===== src/rtl/hazard_unit.sv =====
// hazard_unit
// Hazard resolver for the 5-stage MIPS pipeline. Produces the D- and E-stage
// forwarding selects, the load-use and branch-operand interlocks, a
// multi-cycle divide busy FSM that freezes F/D/E while the divider runs, and
// a saturating count of cycles in which the front end is stalled.
// Forwarding selects are purely combinational; stall/flush are combinational
// but forced to the safe value (no stall, flush E) while rst is low.

module hazard_unit #(
    parameter int DIV_CYCLES = 32,
    parameter int CNT_W      = 16
) (
    input  logic             clk,
    input  logic             rst,
    input  logic [4:0]       rsD,
    input  logic [4:0]       rtD,
    input  logic             branchD,
    input  logic             jumpregD,
    input  logic [4:0]       rsE,
    input  logic [4:0]       rtE,
    input  logic [4:0]       writeregE,
    input  logic             regwriteE,
    input  logic             memtoregE,
    input  logic [4:0]       writeregM,
    input  logic             regwriteM,
    input  logic             memtoregM,
    input  logic [4:0]       writeregW,
    input  logic             regwriteW,
    input  logic             divstartE,
    output logic             forwardaD,
    output logic             forwardbD,
    output logic [1:0]       forwardaE,
    output logic [1:0]       forwardbE,
    output logic             stallF,
    output logic             stallD,
    output logic             stallE,
    output logic             flushE,
    output logic             divdoneE,
    output logic [CNT_W-1:0] stall_cycles
);

    localparam int CB = $clog2(DIV_CYCLES);

    typedef enum logic {
        ST_IDLE = 1'b0,
        ST_BUSY = 1'b1
    } div_state_t;

    div_state_t       state_q, state_d;
    logic [CB-1:0]    cnt_q, cnt_d;
    logic             divdone_q, divdone_d;
    logic [CNT_W-1:0] stall_cnt_q, stall_cnt_d;

    logic             lwstall_s;
    logic             branchstall_s;
    logic             divbusy_s;

    // Register index match; $0 is hard-wired zero and never aliases a producer.
    function automatic logic reg_match(input logic [4:0] src, input logic [4:0] dst);
        return (src != 5'd0) && (src == dst);
    endfunction

    // E-stage ALU operand select: M result beats W result beats register file.
    function automatic logic [1:0] fwd_sel(input logic [4:0] src);
        logic [1:0] sel;
        if (reg_match(src, writeregM) && regwriteM) begin
            sel = 2'b10;
        end else if (reg_match(src, writeregW) && regwriteW) begin
            sel = 2'b01;
        end else begin
            sel = 2'b00;
        end
        return sel;
    endfunction

    // Forwarding selects for the D-stage comparator and the E-stage ALU.
    always_comb begin
        forwardaD = reg_match(rsD, writeregM) && regwriteM;
        forwardbD = reg_match(rtD, writeregM) && regwriteM;
        forwardaE = fwd_sel(rsE);
        forwardbE = fwd_sel(rtE);
    end

    // Load-use and branch/JR operand interlock detection.
    always_comb begin
        logic e_hit_rs, e_hit_rt, m_hit_rs, m_hit_rt;
        e_hit_rs  = regwriteE && reg_match(rsD, writeregE);
        e_hit_rt  = regwriteE && reg_match(rtD, writeregE);
        m_hit_rs  = memtoregM && reg_match(rsD, writeregM);
        m_hit_rt  = memtoregM && reg_match(rtD, writeregM);
        lwstall_s = memtoregE && (reg_match(rsD, rtE) || reg_match(rtD, rtE));
        if (branchD) begin
            branchstall_s = e_hit_rs || e_hit_rt || m_hit_rs || m_hit_rt;
        end else if (jumpregD) begin
            branchstall_s = e_hit_rs || m_hit_rs;
        end else begin
            branchstall_s = 1'b0;
        end
    end

    // State register: divide FSM, its down-counter, done pulse and stall counter.
    always_ff @(posedge clk) begin
        if (!rst) begin
            state_q     <= ST_IDLE;
            cnt_q       <= {CB{1'b0}};
            divdone_q   <= 1'b0;
            stall_cnt_q <= {CNT_W{1'b0}};
        end else begin
            state_q     <= state_d;
            cnt_q       <= cnt_d;
            divdone_q   <= divdone_d;
            stall_cnt_q <= stall_cnt_d;
        end
    end

    // Divide FSM next state. The counter is loaded with DIV_CYCLES-1 so the
    // start cycle plus the non-zero BUSY cycles give exactly DIV_CYCLES stalls;
    // the done pulse is registered one cycle ahead (while cnt is 1) so it is
    // high exactly in the BUSY, cnt==0 cycle. divstartE is not looked at in
    // BUSY, so a held start cannot retrigger on the done cycle.
    always_comb begin
        state_d   = state_q;
        cnt_d     = cnt_q;
        divdone_d = 1'b0;
        case (state_q)
            ST_IDLE: begin
                if (divstartE) begin
                    state_d = ST_BUSY;
                    cnt_d   = CB'(DIV_CYCLES - 1);
                end else begin
                    state_d = ST_IDLE;
                end
            end
            ST_BUSY: begin
                if (cnt_q != {CB{1'b0}}) begin
                    cnt_d     = cnt_q - CB'(1);
                    divdone_d = (cnt_q == CB'(1));
                end else begin
                    state_d = ST_IDLE;
                end
            end
            default: begin
                state_d = ST_IDLE;
                cnt_d   = {CB{1'b0}};
            end
        endcase
    end

    // FSM outputs plus stall/flush; reset forces no stall and a flushed E.
    always_comb begin
        case (state_q)
            ST_IDLE: divbusy_s = divstartE;
            ST_BUSY: divbusy_s = (cnt_q != {CB{1'b0}});
            default: divbusy_s = 1'b0;
        endcase
        if (!rst) begin
            stallF = 1'b0;
            stallD = 1'b0;
            stallE = 1'b0;
            flushE = 1'b1;
        end else begin
            stallF = lwstall_s || branchstall_s || divbusy_s;
            stallD = lwstall_s || branchstall_s || divbusy_s;
            stallE = divbusy_s;
            flushE = (lwstall_s || branchstall_s) && !divbusy_s;
        end
        divdoneE     = divdone_q;
        stall_cycles = stall_cnt_q;
    end

    // Saturating stall-cycle counter: sticks at all-ones instead of wrapping.
    always_comb begin
        if (stallF && (stall_cnt_q != {CNT_W{1'b1}})) begin
            stall_cnt_d = stall_cnt_q + CNT_W'(1);
        end else begin
            stall_cnt_d = stall_cnt_q;
        end
    end

endmodule


===== config.mk =====
export PLATFORM = sky130hd
export DESIGN_NAME = hazard_unit
export DESIGN_NICKNAME = d
export VERILOG_FILES = /design/src/rtl/hazard_unit.sv
export SDC_FILE = /design/constraint.sdc
export NUM_CORES = 1
export LEC_CHECK = 0
export ABC_AREA = 1
export CAP_MARGIN = 5
export CORE_MARGIN = 4
export CORE_UTILIZATION = 49
export CTS_BUF_LIST = sky130_fd_sc_hd__clkbuf_2 sky130_fd_sc_hd__clkbuf_4 sky130_fd_sc_hd__clkbuf_8
export CTS_CLUSTER_DIAMETER = 30
export DETAILED_ROUTE_END_ITERATION = 10
export PLACE_DENSITY = 0.82
export SYNTH_ARGS = -nofsm -noshare
export SYNTH_HDL_FRONTEND = slang
export SYNTH_SLANG_ARGS = --single-unit

===== constraint.sdc =====
create_clock -name clk -period 2.1 [get_ports clk]
set_input_delay 0.42 -clock clk [delete_from_list [all_inputs] [get_ports clk]]
set_output_delay 0.42 -clock clk [all_outputs]
set_load 0.02 [all_outputs]

==> summary.txt, run 1 <==
minimum clock period: 2.11 ns
worst-skew pair later-pin latency: 0.27 ns
most area-hungry cell type in the Yosys netlist: dfxtp_1
most frequent cells in the layout: nand2_1, buf_4, nor2_1, clkdlybuf4s50_1, inv_1
Hold Path Stages: 3
r2r startpoint: stall_cycles[0]
Final nets: 512
critical setup path kind: in -> out
worst path arrival time: 1.69 ns
dpl hpwl: 5450 um
syn avg cell area: 6.56 um^2
Hold/Removal Path Class: reg -> reg
crit start category: input port
diodes inserted: 0
Initial Util: 51.8%
Async SR Flop Fraction: 0%
CTS buffer count: 3
register bit total from synthesis: 23
top-area cell type share of the netlist area: 20.0%
CP Capture Type: output pin
final WL: 7900 um
pre-CTS setup slack: -0.842 ns
PwrDens: 396 nW/um^2
DR WL/cell: 15.4 um
CP Launch Point: writeregM[3]
Register Area: 462 um^2
antenna violations before repair: 0
Sequential Power Share: 34.4%
Tcrit/Tclk final: 100%
core area: 4440 um^2
Clock Tree Root: clkbuf_8
routed via count: 2816
die area: 5860 um^2
post-placement cell area: 3350 um^2
pin count of the biggest net entering global routing: 22
vias in the first global route: 2766
status: finished with violations
clock share of power: 20.9%
Clock Skews: 0.00526 ns
Final TNS setup: -0.00542 ns
first-pass GRT wire length: 13000 um
Synthesis Warnings: 0
gr ovfl total: 0
clk buf depth: 2
I/O Buffers: 71
footprint of the multi-input gates: 1810 um^2
Cell variety after synth: 42
first-pass iteration count of the detailed router: 4
Site Rows: 24
failing checks: setup timing
Comb pwr share: 44.6%
Leak: 1.57 nW
die height: 76.5 um
ys flop type: dfxtp_1
die width: 76.5 um
IO Pins: 72
layout cells sized above 1: 36.1%
Relative slew margins: 77.2%
area added between synthesis and finish: 52.1%
CTS tree: built
Seq/Total Area, Yosys: 20.0%
clock sink count: 23
syn_nets: 400
total power: 0.00139 W
fmax: 475 MHz
number of flops mapped to enable cells by yosys: 0
clock-pin slew on the worst setup and hold paths: 0.08 ns
Internal: 0.000874 W
commonest non-fill, non-tap cell in the layout: nand2_1
Hold Startpoint: state_q
Starting DRT DRC Count: 169
maximum fanout along the worst path: 5
# setup viols final: 1
Final Instance Area: 3500 um^2
RePlAce Congestion: 0.958
H-tree depth: 1
Final Max Tran Viols: 0
R2R depth: 10
Hold Fails Final Rpt: 0
Worst Tran Pin Value: 0.340 ns
switching power: 0.000513 W
total track usage: 26.6%
Mapped Area: 2300 um^2
WP data required: 1.68 ns
fill count: 327
Max VDD drop: 534 uV
Post-Synthesis Cells: 351
Net Sw Frac: 37.0%
drc violations: 0
worst setup margin: -0.00542 ns
top cells by area, synth: dfxtp_1, nand2_1, xnor2_1
Final ANT Viol Nets: 0
Vias/cell: 5.48
maxcap violations: 0
==> per-layer routing <==
layer / vias up / share of wire (%) / GRT usage (%)
li1: 1389 / - / -
met1: 1283 / 43 / 35.0
met2: 125 / 48 / 44.2
met3: 19 / 6.4 / 3.78
met4: 0 / 2.8 / 9.24
met5: - / 0 / 0
==> cell type report <==
| cell class | count | area share, % |
|---|---|---|
| inverters | 43 | 4.75 |
| multi-input cells | 273 | 51.7 |
| repair buffers | 119 | 27.2 |
| well taps | 52 | 1.86 |
| clock inverters | 1 | 0.143 |
| clock buffers | 3 | 1.18 |
| flip-flops and latches | 23 | 13.2 |
==> critical path, cell delays in order <==
cell       delay [ns]
buf_4            0.13
inv_2            0.06
buf_4            0.15
a221oi_4         0.29
o2111ai_2        0.20
nor4_4           0.20
nor2_1           0.07
buf_4            0.16
==> cell families after synthesis <==
kind of cell / synth area share, %
simple gates: 41.3
buf+inv: 10.5
compound gates: 12.3
xor+xnor: 13.7
flops: 20.0
fa+ha+maj: 2.18
==> power by group through the flow <==
stage / logic [W] / clock network [W] / registers (W)
after floorplan: 0.000291 / 0 / 0.000494
after global placement: 0.000553 / 0 / 0.000485
after detailed placement: 0.000558 / 0 / 0.000487
after CTS: 0.000578 / 0.000288 / 0.000476
after global routing: 0.000670 / 0.000308 / 0.000480
final: 0.000619 / 0.000291 / 0.000477
==> path summary, 6_finish.rpt <==
check / endpoint / slack [ns]
worst max register to register: stall_cycles[0] / 0.17
worst min register to register: cnt_q[1] / 0.50
worst min-delay path: cnt_q[1] / 0.50
worst max-delay path: forwardaE[0] / -0.005
==> synthesized netlist by cell type (9+ instances only) <==
library cell  instances
a21oi_2               9
dfxtp_1              23
inv_1                31
inv_2                12
nand2_1              83
nand2_2              11
nand3_1              14
nand4_1              19
nor2_1               38
nor3_1               11
o21ai_0               9
xnor2_1              18
xor2_1               18
==> metrics by stage <==
stage / std cells / util [%] / hold slack, ns
finish: 514 / 78.8 / 0.500
global route: 514 / 78.8 / 0.521
CTS: 514 / 78.5 / 0.499
detailed placement: 505 / 75.3 / 0.480
global placement: 505 / 75.3 / 0.470
floorplan: 351 / - / 0.420
==> sequential cells by signal, indices dropped and copies added, names as in the netlist <==
signal and flops:
state_q 1, divdoneE 1, cnt_q 5, stall_cycles 16
==> repair_timing <==
item / in CTS / in global routing
endpoints found under the setup margin: 25 / 13
gates cloned: 0 / 0
pin swaps: 34 / 32
setup buffers: 5 / 2
gates resized for setup: 153 / 57
hold buffers: 0 / 0
No activity file was read; power rests on OpenSTA's default activity.
==> inputs of run 2 (changes only) <==
ABC_CLOCK_PERIOD_IN_PS = 1850   (was default)
CORE_UTILIZATION = 44   (was 49)
PLACE_DENSITY = 0.77   (was 0.82)
clock period = 1.85 ns   (was 2.1 ns; I/O delays follow)
==> summary.txt, run 2 (synthesized netlist as in run 1, its figures left out) <==
failing checks: setup timing
CTS tree: built
antenna violations before repair: 0 (unchanged)
slowest CP cell: clkdlybuf4s50_1
PwrDens: 442 nW/um^2 (+11%)
die height: 80.3 um (+5.0%)
crit start category: input port
I/O Buffers: 71 (unchanged)
RSZ-0062 raised after global routing: true
DR WL/cell: 15.0 um (-2.2%)
CP max stage delay: 0.42 ns (+0.13 ns)
WP data required: 1.48 ns (-0.20 ns)
Met2 Wirelength: 4180 um (+9.9%)
fmax: 516 MHz
maximum fanout along the worst path: 3 (-2)
Worst Tran Pin Value: 0.351 ns (+0.0116 ns)
CTS Hold Buffers Added: 0 (unchanged)
CP cell instances: clkdlybuf4s50_1, o22ai_1, inv_1, nand2_2, nand4_4, and2_4, buf_6
Site Rows: 26 (+8.3%)
H-tree depth: 1 (unchanged)
final WL: 8190 um (+3.7%)
number of flip-flops under the largest register name: 16 (unchanged)
Hold/Removal Path Class: reg -> reg
diodes inserted: 0 (unchanged)
Clock Skews: 0.00460 ns (-0.000666 ns)
Initial Util: 45.3% (-6.4 points)
Post-Route Hold Slack: 0.507 ns (+0.00614 ns)
Vias/cell: 5.43 (-0.90%)
area added between synthesis and finish: 64.7%
# setup viols final: 5 (+4)
Register Area: 470 um^2 (+1.9%)
vias in the first global route: 2890 (+4.5%)
clk buf depth: 2 (unchanged)
drc violations: 0 (unchanged)
fill count: 384 (+17%)
clock-pin slew on the worst setup and hold paths: 0.09 ns (about the same)
Final Max Tran Viols: 0 (unchanged)
die area: 6450 um^2 (+10%)
dpl hpwl: 5600 um (+2.6%)
Max VDD drop: 237 uV (-56%)
Starting DRT DRC Count: 232 (+37%)
worst path arrival time: 1.57 ns (-0.12 ns)
metal3 WL: 565 um (+12%)
RePlAce Congestion: 0.957 (-0.17%)
routed via count: 2959 (+5.1%)
critical setup path kind: in -> out
pin count of the biggest net entering global routing: 22 (unchanged)
maxcap violations: 0 (unchanged)
layout cells sized above 1: 44.0% (+7.9 points)
IO Pins: 72 (unchanged)
die width: 80.3 um (+5.0%)
highest routed metal layer: met4
Clock Tree Root: clkbuf_8
first-pass iteration count of the detailed router: 5 (+1)
clock sink count: 23 (unchanged)
most frequent cells in the layout: nand2_1, buf_4, nor2_1, clkdlybuf4s50_1, inv_2
Tcrit/Tclk final: 105%
first-pass GRT wire length: 12900 um (-0.80%)
CTS buffer count: 3 (unchanged)
Leak: 1.65 nW (+5.1%)
M1 wire length: 3260 um (-3.2%)
Final nets: 525 (+2.5%)
worst-skew pair later-pin latency: 0.27 ns (about the same)
status: finished with violations
Inst Count DP: 526 (+4.2%)
Hold Fails Final Rpt: 0 (unchanged)
fin cells: 545 (+6.0%)
minimum clock period: 1.94 ns
core area: 5070 um^2 (+14%)
worst setup margin: -0.0885 ns (-0.0831 ns)
footprint of the multi-input gates: 1910 um^2 (+5.3%)
Final ANT Viol Nets: 0 (unchanged)
gr ovfl total: 0 (unchanged)
Relative slew margins: 76.4% (-0.78 points)
CP Capture Type: output pin
total track usage: 24.8% (-1.8 points)
commonest non-fill, non-tap cell in the layout: nand2_1
-- run 2: cell type report --
type / instances / share of cell area, %
inverter: 43 / 4.52
sequential: 23 / 12.4
clock inverter: 1 / 0.132
tap: 70 / 2.31
timing repair buffer: 131 / 29.2
multi-input combinational: 274 / 50.3
clock buffer: 3 / 1.09
-- run 2: layer usage --
layer / vias to the layer above / global-route usage, %
li1: 1415 / -
met1: 1380 / 30.8
met2: 142 / 43.8
met3: 22 / 2.80
met4: 0 / 8.61
met5: - / 0
-- run 2: stage by stage --
| stage | setup TNS (ns) | worst slack [ns] | cell area, um^2 | total power, W | util [%] |
|---|---|---|---|---|---|
| 2_1_floorplan | -0.0712 | -0.0405 | 2350 | 0.000899 | - |
| 3_3_place_gp | -17.98 | -0.971 | 3400 | 0.00119 | 67.1 |
| 3_5_place_dp | -18.42 | -1.02 | 3400 | 0.00121 | 67.1 |
| 4_1_cts | -0.354 | -0.0867 | 3590 | 0.00160 | 70.8 |
| 5_1_grt | -0.730 | -0.150 | 3790 | 0.00177 | 74.7 |
| 6_report | -0.302 | -0.0885 | 3790 | 0.00167 | 74.7 |
-- run 2: path summary, 6_finish.rpt --
path              cells past startpoint  slack (ns)            start         endpoint
hold reg to reg                       2        0.51  stall_cycles[8]  stall_cycles[8]
setup / recovery                      7       -0.09         jumpregD           stallD
setup reg to reg                     13       -0.05         cnt_q[0]         divdoneE
hold / removal                        2        0.51  stall_cycles[8]  stall_cycles[8]
-- run 2: critical path: cells and delay by family --
family          cells  cell delay (ns)
simple gates        3             0.38
compound gates      1             0.19
buf+inv             3             0.62
-- run 2: power by group --
part / switching, W / total, W / internal (W)
Clock: 0.000171 / 0.000321 / 0.000151
Combinational: 0.000418 / 0.000803 / 0.000386
Sequential: 0.0000250 / 0.000548 / 0.000523
Total: 0.000613 / 0.00167 / 0.00106
-- run 2: what timing repair did --
item,4_1_cts,5_1_grt
setup endpoints to repair,26,27
pin swaps,43,37
setup buffers,12,5
resized for setup,221,72
gates cloned,0,1
==> inputs of run 3 (changes only) <==
CORE_UTILIZATION = 28   (was 44)
PLACE_DENSITY = 0.53   (was 0.77)
==> summary.txt, run 3 (synthesized netlist as in run 1, its figures left out) <==
status: finished with violations
failing checks: setup timing
WP buf/inv: 5 (+2)
Hold Fails Final Rpt: 0 (unchanged)
worst setup margin: -0.104 ns (-0.0159 ns)
I/O Buffers: 71 (unchanged)
Leak: 1.76 nW (+6.9%)
worst path arrival time: 1.58 ns (about the same)
dpl hpwl: 6120 um (+9.3%)
drc violations: 0 (unchanged)
fill count: 819 (+110%)
IO Pins: 72 (unchanged)
die height: 98.7 um (+23%)
Vias/cell: 4.68 (-14%)
worst-skew pair later-pin latency: 0.27 ns (about the same)
CP max stage delay: 0.34 ns (-0.08 ns)
r2r startpoint: cnt_q[0]
CTS buffer count: 3 (unchanged)
Clock Tree Root: clkbuf_8
first-pass GRT wire length: 12600 um (-2.7%)
RR Endpoint: stall_cycles[11]
Min-Delay Endpoint: divdoneE
crit start category: flip-flop
routed via count: 2769 (-6.4%)
clock sink count: 23 (unchanged)
Final Max Tran Viols: 0 (unchanged)
first-pass iteration count of the detailed router: 4 (-1)
clk buf depth: 2 (unchanged)
Starting DRT DRC Count: 89 (-62%)
CP cell instances: inv_2, ha_4, a31oi_4, inv_2, nand2_4, inv_4, buf_12, nand4_4, and2_4, buf_6
post-layout util: 50.2% (-24 points)
PwrDens: 425 nW/um^2 (-3.7%)
post-placement cell area: 3550 um^2 (+4.4%)
total track usage: 15.6% (-9.2 points)
die width: 98.7 um (+23%)
crit-path leading delay family: buffers and inverters
Hold Path Stages: 1 (-1)
critical setup path kind: reg -> out
R2R depth: 12 (-1)
vias in the first global route: 2590 (-10%)
diodes inserted: 0 (unchanged)
clock-pin slew on the worst setup and hold paths: 0.08 ns (about the same)
RSZ-0062 raised after global routing: true
fmax: 512 MHz (-0.81%)
H-tree depth: 1 (unchanged)
cell mode on critical path: inv_2
minimum clock period: 1.95 ns (+0.0159 ns)
maximum fanout along the worst path: 3 (unchanged)
Worst Tran Pin Value: 0.370 ns (+0.0190 ns)
core area: 7850 um^2 (+55%)
pre-CTS setup slack: -1.11 ns (-0.0958 ns)
Relative slew margins: 75.1% (-1.3 points)
Tcrit/Tclk final: 106% (+0.86 points)
Hold Startpoint: cnt_q[4]
maxcap violations: 0 (unchanged)
antenna violations before repair: 0 (unchanged)
RePlAce Congestion: 0.856 (-11%)
Clock Skews: 0.00406 ns (-0.000532 ns)
Final nets: 540 (+2.9%)
most frequent cells in the layout: nand2_1, buf_4, nor2_1, clkdlybuf4s50_1
gr ovfl total: 0 (unchanged)
number of flip-flops under the largest register name: 16 (unchanged)
CTS tree: built
DR WL/cell: 13.1 um (-13%)
layout cells sized above 1: 44.9% (+0.90 points)
slowest CP cell: dfxtp_2
area added between synthesis and finish: 71.3%
WP data required: 1.48 ns (about the same)
final WL: 7770 um (-5.1%)
die area: 9730 um^2 (+51%)
CP Capture Type: output pin
pin count of the biggest net entering global routing: 22 (unchanged)
r2r setup slk: 0 ns (+0.05 ns)
# setup viols final: 5 (unchanged)
Final Instance Area: 3940 um^2 (+4.0%)
Hold/Removal Path Class: reg -> reg
Final ANT Viol Nets: 0 (unchanged)
Site Rows: 32 (+23%)
Initial Util: 29.3% (-16 points)
Max VDD drop: 258 uV (+8.6%)
[run 3: changes by cell type in the layout (fill, tap and decap cells not counted), sizes merged]
cell           delta
clkdlybuf4s15     -2
dlygate4sd2       -3
clkinv            -1
clkdlybuf4s50     +1
clkbuf            +4
dlymetal6s2s      +2
buf              +14
[run 3: metal layers]
metal  routed length, um  global-route usage [%]  vias to the layer above
li1                    -                       -                     1440
met3                 397                    1.84                        4
met1                3440                    20.7                     1260
met2                3880                    27.1                       65
met5                   0                       0                        -
met4                  57                    3.36                        0
[run 3: worst max-delay path by stage]
stage                      start      endpoint  slack (ns)  cells past startpoint
global placement          rtD[0]        flushE       -1.11                     10
finish                  cnt_q[0]        stallF       -0.10                     10
detailed placement        rtD[0]        flushE       -1.11                     10
CTS                 writeregM[3]  forwardaE[0]       -0.12                      8
global route            cnt_q[0]        stallD       -0.18                     10
floorplan           writeregM[4]  forwardaE[0]       -0.04                      7
[run 3: where the power goes]
part	internal [W]	switching, W	total (W)
sequential	0.000522	0.0000173	0.000540
clock	0.000169	0.000169	0.000338
combinational	0.000397	0.000402	0.000799
[run 3: repair_timing]
item	in CTS	in global routing
cloned	0	2
gates resized for setup	213	79
setup buffers	10	6
endpoints found under the hold margin	0	0
hold buffers	0	0
setup endpoints to repair	26	26
pin swaps	36	33
[run 3: cell type report]
class | instances | area (um^2) | share of cell area [%]
Sequential cell | 23 | 464 | 11.8
Timing Repair Buffer | 146 | 1260 | 32.1
Tap cell | 102 | 128 | 3.24
Clock buffer | 4 | 48.8 | 1.24
Inverter | 43 | 179 | 4.54
Multi-Input combinational cell | 274 | 1860 | 47.1
[run 3: metrics by stage]
stage / total power, W / hold WS, ns / instances / setup TNS [ns]
final: 0.00168 / 0.467 / 592 / -0.284
after floorplan: 0.000899 / 0.421 / 351 / -0.0712
after detailed placement: 0.00124 / 0.448 / 571 / -20.87
after global placement: 0.00124 / 0.461 / 571 / -20.73
after CTS: 0.00164 / 0.464 / 585 / -0.760
after global routing: 0.00179 / 0.475 / 592 / -1.30
